$ cat src/rtl/regfile_read_arbiter.sv
// Round-robin share of the register file's two read ports between issue (0) and debug (1).
// Response one cycle after grant; grants stall while the held response is not accepted.
module regfile_read_arbiter #(
   parameter int DATA_W = 64,
   parameter int ADDR_W = 5
) (
   input  logic                clk,
   input  logic                reset_n,
   input  logic [1:0]          req_valid,
   output logic [1:0]          req_ready,
   input  logic [2*ADDR_W-1:0] req_rs1,
   input  logic [2*ADDR_W-1:0] req_rs2,
   output logic [1:0]          resp_valid,
   input  logic [1:0]          resp_ready,
   output logic [DATA_W-1:0]   resp_data1,
   output logic [DATA_W-1:0]   resp_data2,
   output logic [ADDR_W-1:0]   rf_rs1,
   output logic [ADDR_W-1:0]   rf_rs2,
   input  logic [DATA_W-1:0]   rf_rdata1,
   input  logic [DATA_W-1:0]   rf_rdata2
);

   typedef enum logic {IDLE, RESP} state_t;

   state_t state;
   logic   owner;
   logic   last_grant;
   logic   slot_free;
   logic   gnt_vld;
   logic   winner;

   always_comb begin
      slot_free = (state == IDLE) || (resp_valid[owner] && resp_ready[owner]);
      // On a tie the requester not served last time wins, which forces alternation.
      winner    = (&req_valid) ? ~last_grant : req_valid[1];
      gnt_vld   = reset_n && slot_free && (|req_valid);
      req_ready = 2'b00;
      rf_rs1    = '0;
      rf_rs2    = '0;
      if (gnt_vld) begin
         req_ready[winner] = 1'b1;
         rf_rs1 = winner ? req_rs1[ADDR_W +: ADDR_W] : req_rs1[0 +: ADDR_W];
         rf_rs2 = winner ? req_rs2[ADDR_W +: ADDR_W] : req_rs2[0 +: ADDR_W];
      end
   end

   always_ff @(posedge clk or negedge reset_n) begin
      if (!reset_n) begin
         state      <= IDLE;
         owner      <= 1'b0;
         last_grant <= 1'b1;
         resp_valid <= 2'b00;
         resp_data1 <= '0;
         resp_data2 <= '0;
      end else if (gnt_vld) begin
         state      <= RESP;
         owner      <= winner;
         last_grant <= winner;
         resp_valid <= winner ? 2'b10 : 2'b01;
         resp_data1 <= rf_rdata1;
         resp_data2 <= rf_rdata2;
      end else if (slot_free) begin
         state      <= IDLE;
         resp_valid <= 2'b00;
      end
   end

endmodule

$ cat config.mk
export PLATFORM = sky130hd
export DESIGN_NAME = regfile_read_arbiter
export DESIGN_NICKNAME = d
export VERILOG_FILES = /design/src/rtl/regfile_read_arbiter.sv
export SDC_FILE = /design/constraint.sdc
export NUM_CORES = 1
export LEC_CHECK = 0
export CAP_MARGIN = 20
export CORE_MARGIN = 2
export CORE_UTILIZATION = 38
export CTS_CLUSTER_SIZE = 40
export DETAILED_ROUTE_END_ITERATION = 8
export MAX_ROUTING_LAYER = met4
export PLACE_DENSITY = 0.86
export SETUP_SLACK_MARGIN = 0.05
export SKIP_LAST_GASP = 1
export SYNTH_ARGS = -nofsm -noshare
export SYNTH_HDL_FRONTEND = slang
export SYNTH_SLANG_ARGS = --single-unit
$ cat constraint.sdc
create_clock -name clk -period 1.7 [get_ports clk]
set_input_delay 0.34 -clock clk [delete_from_list [all_inputs] [get_ports clk]]
set_output_delay 0.34 -clock clk [all_outputs]
set_load 0.1 [all_outputs]
==> reports/metrics.csv, run 1 <==
metric,value,unit
status,finished with violations,
violations,setup timing,
drive_gt1_share,56.2,%
slowest_delay,430,ps
clkTransAtPathRegs,60,ps
gr-total-overflow,0,
gp_congestion,0.742,
fin_worst_skew,5.17,ps
holdWs,101,ps
htree_levels,4,
clock_latency,410,ps
start_util,39.1,%
period_minus_slack,2100,ps
clockBufferDepth,2,
synth_warnings,0,
cap_viol_max_count,0,
final_common_cell,buf_12,
finalHoldViolCount,0,
fillers,484,
worstReg2RegStart,owner,
ioPinCount,296,
post_layout_nonfiller_instances,870,
met2_usage,54.1,%
antenna_found_initial,0,
syn_inst,326,
wl,21.2,mm
synth_nets,480,
startpoint,owner,
drtPass1Iterations,4,
synth_cell_types,22,
timing.fmax,476,MHz
crit_arrival,1760,ps
numClockSinks,133,
area_delta_synth_final,126,%
wl_per_cell,24.4,um
drc,0,
rows,42,
place_inst,812,
grtUsageMet1,32.2,%
numPortBuffers,295,
dr_total_vias,4394,
regToRegSetupSlack,-300,ps
worstRegToRegCells,7,
final_cell_mix,"buf_12, clkdlybuf4s50_1, dfrtp_1",
diodes,0,
setup_viol,142,
viasPerCell,5.05,
top_usage_layer,met2,
place_hpwl,13.9,mm
avgSynthCellArea,15.9,sq um
path_cells,nand3b_4 -> a31o_4 -> a21oi_4 -> buf_12,
fin_ws,-401,ps
reg2reg_to,resp_data1[19],
slew_headroom,53.5,%
drv_slew,0,
setup.worst_path.end_class,output pin,
cts_made_buffers,17,
yosys.area.top_type,dfrtp_1,
rsz0062_at_grt,true,
core_area,13300,sq um
slowest_stage,dfrtp_1,
tightest_slew,697,ps
synth-seq-cells,133,
synth_top_area_share,63.6,%
die_w,121,um
endpoint,rf_rs1[4],
min_period_over_period,124,%
grt_first_pass_wirelength,32.2,mm
required,1360,ps
worstSetupStartpointType,flop,
cts_tree,built,
grt_pass1_vias,5150,
root_buffer,clkbuf_16,
grt_max_degree,134,
yosys-top-cells-area,"dfrtp_1, mux2_1, mux2_2, buf_6, nand2_1",
multi_input_area,2360,sq um
place_ws,-488,ps
crit_fanout,6,
met3_usage,10.0,%
drt-initial-drc-count,173,
worst-setup-path-type,flop to output pin,
regArea,3340,sq um
drtAntennaViolNets,0,
dieArea,14600,sq um
yosysSeqAreaShare,64.1,%
die_h,121,um
nNetsFinal,836,
grt_usage,31.3,%
hold_class,input port to asynchronous set/reset pin,
netlist_area,5190,sq um
## logic make-up after synthesis
| logic type | share of synthesized area (%) |
|---|---|
| buffers and inverters | 2.70 |
| DFF | 64.1 |
| and+or+nand+nor | 2.60 |
| muxes | 28.2 |
| AOI/OAI and AO/OA | 2.39 |
## worst min path at each step
stage / endpoint / slack (ps) / cells past startpoint
floorplan: owner / 40 / 0
global placement: resp_data1[29] / 540 / 2
detailed placement: resp_data1[2] / 560 / 1
CTS: resp_data1[29] / 120 / 2
global route: resp_data1[43] / 160 / 2
finish: resp_data1[43] / 100 / 2
## Yosys cell counts
cell type,count
buf_6,9
dfstp_2,1
a21boi_0,1
nand2_1,22
nand3_2,1
buf_2,4
nand3_1,1
a31o_2,1
a21bo_2,1
mux2_1,89
a31oi_4,1
nand3b_4,1
dfrtp_1,132
a21oi_1,10
a22o_1,1
buf_4,1
nor2_1,3
o22a_1,1
and3_1,1
clkbuf_1,3
mux2_2,41
o21ai_2,1
## worst max-delay path: cells and delay by family, from the launching register on
kind                   cells  cell delay (ps)
buffers and inverters      1              190
AND/OR/NAND/NOR            1              210
flip-flops                 1              430
AO/OA/AOI/OAI              2              500
## layer usage
| metal | routed length [um] | vias up |
|---|---|---|
| met1 | 7400 | 2230 |
| li1 | - | 1861 |
| met3 | 1660 | 52 |
| met2 | 11300 | 251 |
| met5 | 0 | - |
| met4 | 841 | 0 |
## what timing repair did
action | CTS | global route
hold buffers | 0 | 0
gates cloned | 11 | 0
buffers inserted | 15 | 1
resized for setup | 35 | 5
pin swaps | 3 | 8
endpoints found under the setup margin | 138 | 143
## cell type report
type	count	area share, %
Sequential cell	133	28.4
Multi-Input combinational cell	178	20.1
Tap cell	176	1.88
Clock inverter	10	1.10
Timing Repair Buffer	352	44.5
Clock buffer	21	4.01
## through the flow
step,setup TNS (ps),util [%],cell area [sq um]
global route,-37300,88.2,11700
finish,-33810,88.2,11700
global placement,-46360,79.4,10600
CTS,-29100,88.1,11700
detailed placement,-49750,79.4,10600
floorplan,-17220,-,5860
## flip-flops by register name, summed over array words and instances (netlist names)
name        cells
resp_data1     64
resp_data2     64
last_grant      1
state           1
owner           1
resp_valid      2
Power of run 1 is not shown: default switching activity piles up to over one toggle a cycle in this logic, so the estimate is an artifact.
==> inputs of run 2 (changes only) <==
--- a/config.mk
+++ b/config.mk
@@ -11,7 +11,7 @@
 export CTS_CLUSTER_SIZE = 40
 export DETAILED_ROUTE_END_ITERATION = 8
 export MAX_ROUTING_LAYER = met4
-export PLACE_DENSITY = 0.86
+export PLACE_DENSITY = 0.8
 export SETUP_SLACK_MARGIN = 0.05
 export SKIP_LAST_GASP = 1
 export SYNTH_ARGS = -nofsm -noshare
==> reports/metrics.csv, run 2 (synthesis gave the netlist of run 1 again) <==
metric,value,unit,change
status,finished with violations,,unchanged
violations,setup timing,,unchanged
drc,0,,unchanged
required,1360,ps,about the same
nNetsFinal,831,,was 836
worst-setup-path-type,flop to output pin,,unchanged
ioPinCount,296,,unchanged
setup-tns-final,-36850,ps,"was -33,810 ps"
worstSetupStartpointType,flop,,unchanged
timing.fmax,468,MHz,was 476 MHz
numClockSinks,133,,unchanged
design_area,11800,sq um,"was 11,700 sq um"
place_hpwl,13.2,mm,was 13.9 mm
die_h,121,um,unchanged
grt_first_pass_wirelength,31.6,mm,was 32.2 mm
reg2reg_to,resp_data2[37],,was resp_data1[19]
crit_arrival,1800,ps,was 1760 ps
final_common_cell,buf_12,,unchanged
min_period_over_period,126,%,was 124%
crit_fanout,8,,was 6
gr-total-overflow,0,,unchanged
min_from,reset_n,,
cts_made_buffers,17,,unchanged
tightest_slew,607,ps,was 697 ps
grt_pass1_vias,5041,,"was 5,150"
fin_worst_skew,6.15,ps,was 5.17 ps
setup.worst_path.end_class,output pin,,unchanged
root_buffer,clkbuf_16,,unchanged
diodes,0,,unchanged
viasPerCell,5.04,,was 5.05
setup_viol,143,,was 142
wl,20.8,mm,was 21.2 mm
holdWs,424,ps,was 101 ps
top_regs,"resp_data1 (64), resp_data2 (64), resp_valid (2)",,unchanged
fin_ws,-438,ps,was -401 ps
holdPathEnd,state,,
clock_latency,420,ps,was 410 ps
final_cell_mix,"buf_12, clkdlybuf4s50_1, dfrtp_1",,unchanged
start_util,39.1,%,unchanged
slew_headroom,59.6,%,was 53.5%
rows,42,,unchanged
gp_congestion,0.803,,was 0.742
wl_per_cell,24.0,um,was 24.4 um
antenna_found_initial,0,,unchanged
grt_max_degree,109,,was 134
grt_usage,30.3,%,was 31.3%
post_dp_cell_area,10500,sq um,"was 10,600 sq um"
die_w,121,um,unchanged
place_ws,-469,ps,was -488 ps
drtAntennaViolNets,0,,unchanged
clockBufferDepth,2,,unchanged
period_minus_slack,2140,ps,was 2100 ps
numPortBuffers,295,,unchanged
drt-initial-drc-count,174,,was 173
hold_class,input port to flop,,was input port to asynchronous set/reset pin
dieArea,14600,sq um,unchanged
hold_depth,4,,
core_area,13300,sq um,unchanged
rsz0062_at_grt,true,,unchanged
cts_tree,built,,unchanged
dr_total_vias,4359,,"was 4,394"
area_delta_synth_final,127,%,was 126%
drive_gt1_share,55.2,%,was 56.2%
htree_levels,4,,unchanged
regToRegSetupSlack,-400,ps,was -300 ps
finalHoldViolCount,0,,unchanged
worstRegToRegCells,9,,was 7
drv_slew,0,,unchanged
drtPass1Iterations,4,,unchanged
cap_viol_max_count,0,,unchanged
worstReg2RegStart,owner,,unchanged
clkTransAtPathRegs,60,ps,about the same
run 2: worst max path at each step:
stage,start,end,depth (start not counted)
2_1_floorplan,resp_valid[1],rf_rs1[0],4
3_3_place_gp,req_valid[1],rf_rs1[4],6
3_5_place_dp,req_valid[1],rf_rs1[4],6
4_1_cts,owner,rf_rs2[4],5
5_1_grt,owner,rf_rs2[1],5
6_report,owner,rf_rs2[1],5
run 2: critical path, cell delays in order, from the launching register on:
cell,delay [ps]
dfrtp_2,440
nand3b_4,180
a31o_4,260
buf_12,160
a21oi_4,140
buf_12,190
run 2: stage by stage:
step / util [%] / cells
after CTS: 88.6 / 864
after detailed placement: 79.2 / 805
after global placement: 79.2 / 805
after floorplan: - / 326
after global routing: 88.6 / 865
final: 88.6 / 865
run 2: cell type report:
cell class	instances	area (sq um)
clock buffers	18	439
repair buffers	349	5330
multi-input cells	176	2310
clock inverters	13	135
flip-flops and latches	133	3340
well taps	176	220
fillers	490	1520
run 2: repair_timing:
action,4_1_cts,5_1_grt
setup buffers,15,3
resized for setup,25,8
endpoints found under the setup margin,142,143
hold buffers,1,0
hold endpoints to repair,25,0
gates cloned,12,0
pin swaps,1,0
run 2: layer usage:
layer / part of all wire (%) / vias up / track usage [%]
li1: - / 1856 / -
met1: 35 / 2192 / 32.0
met2: 53 / 248 / 51.4
met3: 7.8 / 63 / 10.4
met4: 4.5 / 0 / 13.5
met5: 0 / - / -
Power of run 2 is left out for the same reason.
